$ cat config.mk
export PLATFORM = sky130hd
export DESIGN_NAME = uart_tx_arbiter_flat
export DESIGN_NICKNAME = d
export VERILOG_FILES = /design/src/rtl/uart_tx_arbiter_if.sv /design/src/rtl/uart_tx_arbiter.sv /design/src/flat_wrapper.sv
export SDC_FILE = /design/constraint.sdc
export NUM_CORES = 1
export LEC_CHECK = 0
export ABC_AREA = 0
export CAP_MARGIN = 20
export CORE_MARGIN = 2
export CORE_UTILIZATION = 50
export CTS_CLUSTER_DIAMETER = 50
export DETAILED_ROUTE_END_ITERATION = 8
export DONT_BUFFER_PORTS = 1
export MAX_ROUTING_LAYER = met4
export SLEW_MARGIN = 20
export SYNTH_ARGS = -nofsm -noshare
export SYNTH_HDL_FRONTEND = slang
export SYNTH_SLANG_ARGS = --single-unit
$ cat constraint.sdc
create_clock -name i_clk_sys -period 3.1 [get_ports i_clk_sys]
set_input_delay 0.31 -clock i_clk_sys [delete_from_list [all_inputs] [get_ports i_clk_sys]]
set_output_delay 0.31 -clock i_clk_sys [all_outputs]
set_load 0.01 [all_outputs]
$ cat src/rtl/uart_tx_arbiter_if.sv
// uart_tx_arbiter_if
//   Bundles the requester side and the uart_tx side of the frame arbiter.
//   master : drives enable, per-requester valid and flattened data.
//   slave  : the arbiter; drives ready pulses, grant, tx word/pulse, busy.
//
// Handshake: requester k holds i_req_valid[k] and its slice of i_req_data
// stable until it sees o_req_ready[k]=1. The word is taken at the clock
// edge that raises ready. In the ready-high cycle, the requester may drop
// valid or present a new word. o_tx_valid is a one-cycle pulse toward
// uart_tx, which has no back-pressure. Pacing comes from the hold-off.
interface uart_tx_arbiter_if #(
  parameter int NUM_REQ    = 3,
  parameter int DATA_WIDTH = 16
);
  logic                          i_tx_enable;
  logic [NUM_REQ-1:0]            i_req_valid;
  logic [NUM_REQ*DATA_WIDTH-1:0] i_req_data;
  logic [NUM_REQ-1:0]            o_req_ready;
  logic [NUM_REQ-1:0]            o_grant;
  logic [DATA_WIDTH-1:0]         o_tx_data;
  logic                          o_tx_valid;
  logic                          o_busy;

  modport master (
    output i_tx_enable, i_req_valid, i_req_data,
    input  o_req_ready, o_grant, o_tx_data, o_tx_valid, o_busy
  );

  modport slave (
    input  i_tx_enable, i_req_valid, i_req_data,
    output o_req_ready, o_grant, o_tx_data, o_tx_valid, o_busy
  );
endinterface

$ cat src/rtl/uart_tx_arbiter.sv
// uart_tx_arbiter
//   Round-robin arbiter and frame pacer in front of a uart_tx serializer.
//   uart_tx has no busy flag, so after each word this block waits for a
//   fixed whole-frame interval (HOLD clocks) before it grants again.
// Ports:
//   i_clk_sys   : system clock
//   i_rst_n     : asynchronous active-low reset
//   bus         : uart_tx_arbiter_if.slave (requests in, ready/grant/tx out)
//   o_dbg_state : current FSM state (0 = IDLE, 1 = WAIT)
module uart_tx_arbiter #(
  parameter int NUM_REQ    = 3,
  parameter int DATA_WIDTH = 16,
  parameter int CLK_FRE    = 50,
  parameter int BAUD_RATE  = 9600,
  parameter int GUARD_BITS = 1
) (
  input  logic             i_clk_sys,
  input  logic             i_rst_n,
  uart_tx_arbiter_if.slave bus,
  output logic             o_dbg_state
);
  localparam int CYCLE = CLK_FRE * 1000000 / BAUD_RATE;
  // The interval covers start, data, stop, one bit of uart_tx launch latency, and guard bits.
  localparam int HOLD  = (DATA_WIDTH + 3 + GUARD_BITS) * CYCLE;
  localparam int CNT_W = $clog2(HOLD + 1);
  localparam int PTR_W = $clog2(NUM_REQ);

  typedef enum logic {
    S_IDLE = 1'b0,
    S_WAIT = 1'b1
  } state_t;

  state_t                state_q, state_d;
  logic [PTR_W-1:0]      ptr_q, ptr_d;
  logic [CNT_W-1:0]      cnt_q, cnt_d;
  logic [NUM_REQ-1:0]    ready_q, ready_d;
  logic [NUM_REQ-1:0]    grant_q, grant_d;
  logic [DATA_WIDTH-1:0] data_q, data_d;
  logic                  valid_q, valid_d;
  logic                  busy_q, busy_d;

  logic                  found;
  logic [PTR_W-1:0]      win;
  logic [PTR_W-1:0]      cand;
  int                    sum;

  // Search from the pointer upward with wrap. The first pending requester wins.
  always_comb begin
    found = 1'b0;
    win   = '0;
    cand  = '0;
    sum   = 0;
    for (int i = 0; i < NUM_REQ; i++) begin
      sum = int'(ptr_q) + i;
      if (sum >= NUM_REQ) sum = sum - NUM_REQ;
      cand = PTR_W'(sum);
      if (!found && bus.i_req_valid[cand]) begin
        found = 1'b1;
        win   = cand;
      end
    end
  end

  always_comb begin
    state_d = state_q;
    ptr_d   = ptr_q;
    cnt_d   = cnt_q;
    ready_d = '0;
    valid_d = 1'b0;
    grant_d = grant_q;
    data_d  = data_q;
    busy_d  = busy_q;
    case (state_q)
      S_IDLE: begin
        if (bus.i_tx_enable && found) begin
          data_d  = bus.i_req_data[win*DATA_WIDTH +: DATA_WIDTH];
          valid_d = 1'b1;
          ready_d = NUM_REQ'(1) << win;
          grant_d = NUM_REQ'(1) << win;
          busy_d  = 1'b1;
          cnt_d   = CNT_W'(HOLD - 1);
          ptr_d   = (win == PTR_W'(NUM_REQ - 1)) ? '0 : win + 1'b1;
          state_d = S_WAIT;
        end
      end
      S_WAIT: begin
        // The frame always completes. Enable only gates the next grant.
        if (cnt_q == '0) begin
          grant_d = '0;
          busy_d  = 1'b0;
          state_d = S_IDLE;
        end else begin
          cnt_d = cnt_q - 1'b1;
        end
      end
      default: state_d = S_IDLE;
    endcase
  end

  always_ff @(posedge i_clk_sys or negedge i_rst_n) begin
    if (!i_rst_n) begin
      state_q <= S_IDLE;
      ptr_q   <= '0;
      cnt_q   <= '0;
      ready_q <= '0;
      grant_q <= '0;
      data_q  <= '0;
      valid_q <= 1'b0;
      busy_q  <= 1'b0;
    end else begin
      state_q <= state_d;
      ptr_q   <= ptr_d;
      cnt_q   <= cnt_d;
      ready_q <= ready_d;
      grant_q <= grant_d;
      data_q  <= data_d;
      valid_q <= valid_d;
      busy_q  <= busy_d;
    end
  end

  assign bus.o_req_ready = ready_q;
  assign bus.o_grant     = grant_q;
  assign bus.o_tx_data   = data_q;
  assign bus.o_tx_valid  = valid_q;
  assign bus.o_busy      = busy_q;
  assign o_dbg_state     = (state_q == S_WAIT);
endmodule
$ cat src/flat_wrapper.sv
// flat-port wrapper written by rule: the top's interface ports become plain ports
module uart_tx_arbiter_flat 
#(
  parameter int NUM_REQ    = 3,
  parameter int DATA_WIDTH = 16,
  parameter int CLK_FRE    = 50,
  parameter int BAUD_RATE  = 9600,
  parameter int GUARD_BITS = 1
)
  (i_clk_sys, i_rst_n, o_dbg_state, bus_i_tx_enable, bus_i_req_valid, bus_i_req_data, bus_o_req_ready, bus_o_grant, bus_o_tx_data, bus_o_tx_valid, bus_o_busy);
  uart_tx_arbiter_if #(.NUM_REQ(NUM_REQ), .DATA_WIDTH(DATA_WIDTH)) bus_i ();
  input  logic i_clk_sys;
  input  logic i_rst_n;
  output logic o_dbg_state;
  input wire logic [$bits(bus_i.i_tx_enable)-1:0] bus_i_tx_enable;
  input wire logic [$bits(bus_i.i_req_valid)-1:0] bus_i_req_valid;
  input wire logic [$bits(bus_i.i_req_data)-1:0] bus_i_req_data;
  output wire logic [$bits(bus_i.o_req_ready)-1:0] bus_o_req_ready;
  output wire logic [$bits(bus_i.o_grant)-1:0] bus_o_grant;
  output wire logic [$bits(bus_i.o_tx_data)-1:0] bus_o_tx_data;
  output wire logic [$bits(bus_i.o_tx_valid)-1:0] bus_o_tx_valid;
  output wire logic [$bits(bus_i.o_busy)-1:0] bus_o_busy;
  assign bus_i.i_tx_enable = bus_i_tx_enable;
  assign bus_i.i_req_valid = bus_i_req_valid;
  assign bus_i.i_req_data = bus_i_req_data;
  assign bus_o_req_ready = bus_i.o_req_ready;
  assign bus_o_grant = bus_i.o_grant;
  assign bus_o_tx_data = bus_i.o_tx_data;
  assign bus_o_tx_valid = bus_i.o_tx_valid;
  assign bus_o_busy = bus_i.o_busy;
  uart_tx_arbiter #(.NUM_REQ(NUM_REQ), .DATA_WIDTH(DATA_WIDTH), .CLK_FRE(CLK_FRE), .BAUD_RATE(BAUD_RATE), .GUARD_BITS(GUARD_BITS)) u_core (.i_clk_sys(i_clk_sys), .i_rst_n(i_rst_n), .bus(bus_i), .o_dbg_state(o_dbg_state));
endmodule
Yosys cells after proc, flatten, opt, wreduce, memory -nomap -nowiden
Cells that the tools add are included.

cells by class
  div/mod/pow operators = 0
  equality and inequality tests = 4
  add/subtract/negate cells = 7
  magnitude comparators = 6
  bitwise logic cells = 1
  $mul = 0
  reductions and logical operators = 9
  shift operators = 2
  mux-type cells = 31

operators with widths
  operator                 count
  $shiftx A48 B7 Y16       1
  $mux W17                 2
  $pmux W17 S2             1
  $logic_not A17 Y1        1
  $sub A17 B1 Y17 const B  1
  $mux W2                  7
  $mux W3                  4
  $mux W1                  11
  $lt A2 B3 Y1 const B     3
  $bmux W1 S2              3
  $ge A3 B2 Y1 const B     2
  $pmux W3 S2              1
  $reduce_and A2 Y1        3
  $ne A2 B2 Y1 const B     2
  $pmux W1 S2              2
  $sub A2 B1 Y2 const B    2
  $add A2 B1 Y3 const B    1
  $add A2 B2 Y3 const B    1
  $logic_and A1 B1 Y1      3
  $shl A1 B2 Y3 const A    1
  $add A2 B1 Y2 const B    1
  $eq A2 B2 Y1 const B     1
  $ge A2 B2 Y1 const B     1
  $logic_not A1 Y1         2
  other kinds (3)          3

word-level totals
  ROM bits = 0
  latch bits = 0
  register bits after elaboration = 44
  memories = 0
  input bits = 54
  output and inout bits = 25
  memory bits (writable) = 0

Depth between registers and ports, before layout
  word-level depth = 14
  gate-level depth with buffers = 10
  gate-level depth less buffers = 9

Least setup slack after synthesis
OpenSTA, ideal clock, no wires.

  path kind = flip-flop to flip-flop
  start point = register u_core.ptr_q[1]
  end point = register u_core.ptr_q[1]
  path buffers = 0
  setup slack = 0.742 ns
  setup time = 0.125 ns
  arrival time = 2.233 ns
  period minus slack after synthesis = 2.358 ns
  data required time = 2.975 ns
  cell stages (with the launch flop) = 8
  path through = dfrtp_1 > inv_1 > ha_1 > mux2_2 > mux2_2 > or4_1 > and3_1 > mux2_2

between the ends
  longest elaborated chain between the ends = 13

ends and longest elaborated chain
  element                                                 RTL line                source
  from (decl)                                             uart_tx_arbiter.sv:34   logic [PTR_W-1:0] ptr_q, ptr_d;
  from (signal assigned)                                  uart_tx_arbiter.sv:112  ptr_q <= ptr_d;
  branches (longest 13 deep; another with $add A2 B1 Y3)  --

Parallel ways; which one is timed is not known. The select of a mux whose other input is x is not followed.
A chain may end at the register's enable or synchronous reset.

Worst setup path in the final report
  start point = register u_core.ptr_q[1]
  end point = register u_core.cnt_q[12]

between the ends
  longest elaborated chain between the ends = 14

ends and longest elaborated chain
  element                                                 RTL line                source
  branches (longest 10 deep; another with $add A2 B1 Y3)  --
  $mux W1 (*)                                             uart_tx_arbiter.sv:57   if (!found && bus.i_req_valid[cand]) begin
  $logic_and A1 B1 Y1 (*)                                 uart_tx_arbiter.sv:75   if (bus.i_tx_enable && found) begin
  $ne A2 B1 Y1 (no source line) (*)                       --
  $reduce_and A2 Y1 (no source line) (*)                  --
  to (signal assigned)                                    uart_tx_arbiter.sv:113  cnt_q <= cnt_d;
  to (decl)                                               uart_tx_arbiter.sv:35   logic [CNT_W-1:0] cnt_q, cnt_d;

Every way passes the cells marked *. The select of a mux whose other input is x is not followed.

==> results.toml <==
[run_status]
status = "completed"

[layout]
final_cells = 414
syn2layout_area_growth_pct = 7.51
antenna-diode-count = 0
layout_commonest_cell = "o211ai_1"
final_util_pct = 54.8
seqCellArea_mm2 = 0.00110
multiInputGateArea_mm2 = 0.00175
drive_gt1_share_pct = 9.73
nets = 397
final_cell_mix = "52 x o211ai_1, 44 x dfrtp_1, 39 x nand2_1"
fillers = 552

[route]
vias = 2598
drt_pass1_iterations = 4
vias_per_cell = 6.28
wl_um = 7690
drt_iter0_drc = 123
antenna_left = 0
wl_per_cell_um = 18.6
drcViolationCount = 0

[grt]
grt_antenna_before_repair = 0
grt_usage_pct = 24.5
grt_start_max_net_pins = 51
grt_pass1_wl_um = 12100
grt_pass1_vias = 2359
grt-ovfl-total = 0

[clock_network]
clk_latency_ns = 0.30
cts_tree = "built"
cts.sinks = 44
cts.path.max_buffers = 2
cts_resized = 0
cts_buffers = 5
clock-root-buffer = "clkbuf_8"
ctsHoldBuffers = 2
htree_num_levels = 2
path_clk_slew_ns = 0.09
post-cts-setup-buffer-count = 0

[yosys]
synth.distinct_cells = 47
async_flop_share_pct = 100
yosys_warnings = 0
synthTopCellsByArea = "dfrtp_1 37%, o211ai_1 13%, and3b_1 5.0%"
synth_top_area_cell = "dfrtp_1"
syn_area_per_cell_um2 = 8.65
synth_flop_cell = "dfrtp_1"
synth-edff-count = 0
synth_area_mm2 = 0.00298
synth-seq-cells = 44
syn_nets = 404
syn_inst = 345
yosys.area.top_type_share_pct = 36.9
yosysSeqAreaShare_pct = 36.9

[worst_hold_path]
hold_depth = 2
min_to = "u_core.bus.o_tx_data[12]"
min-delay-start = "bus_i_req_data[44]"
hp-class = "primary input to flip-flop"

[power_and_ir_drop]
vdd_drop_max_mv = 0.572
leakage_uw = 0.00126
p_per_area_mw_per_mm2 = 906

[die]
die_w_um = 81.3
core_mm2 = 0.00585
rows = 28
dieArea_mm2 = 0.00660
fp.dieH_um = 81.3
ios = 79
start_util_pct = 51.0

[timing]
setup-violations-final = 0
min_period_ns = 2.59
worst_pin_slew_ns = 0.603
relSlewSlack_pct = 59.4
max_freq_mhz = 387
skew_ns = 0.0121
rsz0062_at_grt = "false"
final.setup.tns_ns = 0
hold_viol = 0
slew_violations = 0
finalCritPeriodShare_pct = 83.4

[setup_path]
rr_worst_depth = 11
critPathMaxFanout = 38
arrival_ns = 2.74
ff2ff_setup_slack_ns = 0.51
cp.required_ns = 3.26
slowest_stage = "dfrtp_1"
worstSetupPathType = "flip-flop to flip-flop"
r2r-end = "u_core.cnt_q[12]"
cp-start-kind = "flip-flop"
crit_chain = "inv_1 -> ha_1 -> buf_4 -> nand3b_1 -> o21a_1 -> a31o_2 -> buf_4 -> inv_2 -> nor2_1 -> inv_1 -> a2bb2oi_1"
rr_startpoint = "u_core.ptr_q[1]"
cpPeakStageDelay_ns = 0.42
end_kind = "flip-flop"

[placement]
place.gp.congestion = 0.822
placed_cells = 404
post-dp-hpwl_um = 5590
io_buffers = 0

[run]
drv_cap = 0
-- power by group --
part           leakage, µW  internal, µW  total, µW  switching [µW]
registers         0.000528           765        998             233
logic             0.000676           612       1470             860
clock network    0.0000552           239        437             198
total              0.00126          1620       2910            1290
-- logic make-up after synthesis --
kind of cell / after synthesis / synth area share, %
adders and majority gates: 5 / 2.10
AOI/OAI and AO/OA: 104 / 24.2
buffers and inverters: 35 / 4.95
xor gates and xnor gates: 4 / 1.17
muxes: 8 / 2.81
and+or+nand+nor: 145 / 27.9
DFF: 44 / 36.9
-- layout make-up --
| type | count | share of cell area [%] |
|---|---|---|
| tap | 75 | 2.93 |
| clock buffer | 6 | 2.26 |
| clock inverter | 2 | 1.09 |
| timing repair buffer | 15 | 4.21 |
| multi-input combinational | 266 | 54.5 |
| sequential | 44 | 34.3 |
| inverter | 6 | 0.702 |
-- state kept, by name, indices dropped and copies added (netlist names) --
register                count
u_core.bus.o_tx_valid       1
u_core.bus.o_req_ready      3
u_core.cnt_q               17
u_core.bus.o_busy           1
u_core.bus.o_grant          3
u_core.bus.o_tx_data       16
u_core.o_dbg_state          1
u_core.ptr_q                2
-- critical path: cells and delay by family, from the launching register on --
| kind | cells | cell delay (ns) |
|---|---|---|
| DFF | 1 | 0.42 |
| AOI/OAI and AO/OA | 3 | 0.51 |
| adders and majority gates | 1 | 0.23 |
| buffers and inverters | 5 | 0.86 |
| and+or+nand+nor | 2 | 0.44 |
-- through the flow --
stage | instance area [µm²] | power (µW) | setup slack, ns | hold WS, ns
floorplan | 2980 | 2100 | 0.742 | 0.0144
global placement | 3060 | 2430 | 0.606 | 0.0154
detailed placement | 3060 | 2460 | 0.542 | 0.0154
CTS | 3210 | 2920 | 0.513 | 0.206
global route | 3210 | 3150 | 0.281 | 0.209
finish | 3210 | 2910 | 0.514 | 0.205
-- worst max-delay path by stage --
stage          cells past startpoint                to       startpoint
6_report                          11  u_core.cnt_q[12]  u_core.ptr_q[1]
5_1_grt                           11  u_core.cnt_q[12]  u_core.ptr_q[1]
4_1_cts                           11  u_core.cnt_q[12]  u_core.ptr_q[1]
3_5_place_dp                      11  u_core.cnt_q[12]  u_core.ptr_q[1]
3_3_place_gp                       7   u_core.ptr_q[1]  u_core.ptr_q[1]
2_1_floorplan                      7   u_core.ptr_q[1]  u_core.ptr_q[1]
-- synth_stat cells, types with 5 or more instances --
master	instances
o211ai_1	52
dfrtp_1	44
nand2_1	39
clkbuf_1	20
a21oi_1	18
nand4_1	18
and3b_1	17
nand2b_1	17
nor2_1	12
nand3_1	10
o21ai_0	10
buf_2	7
o31ai_1	6
ha_1	5
inv_1	5
mux2i_1	5
nor3_1	5
-- metal layers --
metal / track usage [%] / share of wire, %
met3: 7.00 / 6.6
met4: 5.08 / 0.92
met2: 37.1 / 46
met1: 33.0 / 46
met5: - / 0
(Power assumes the default switching activity.)
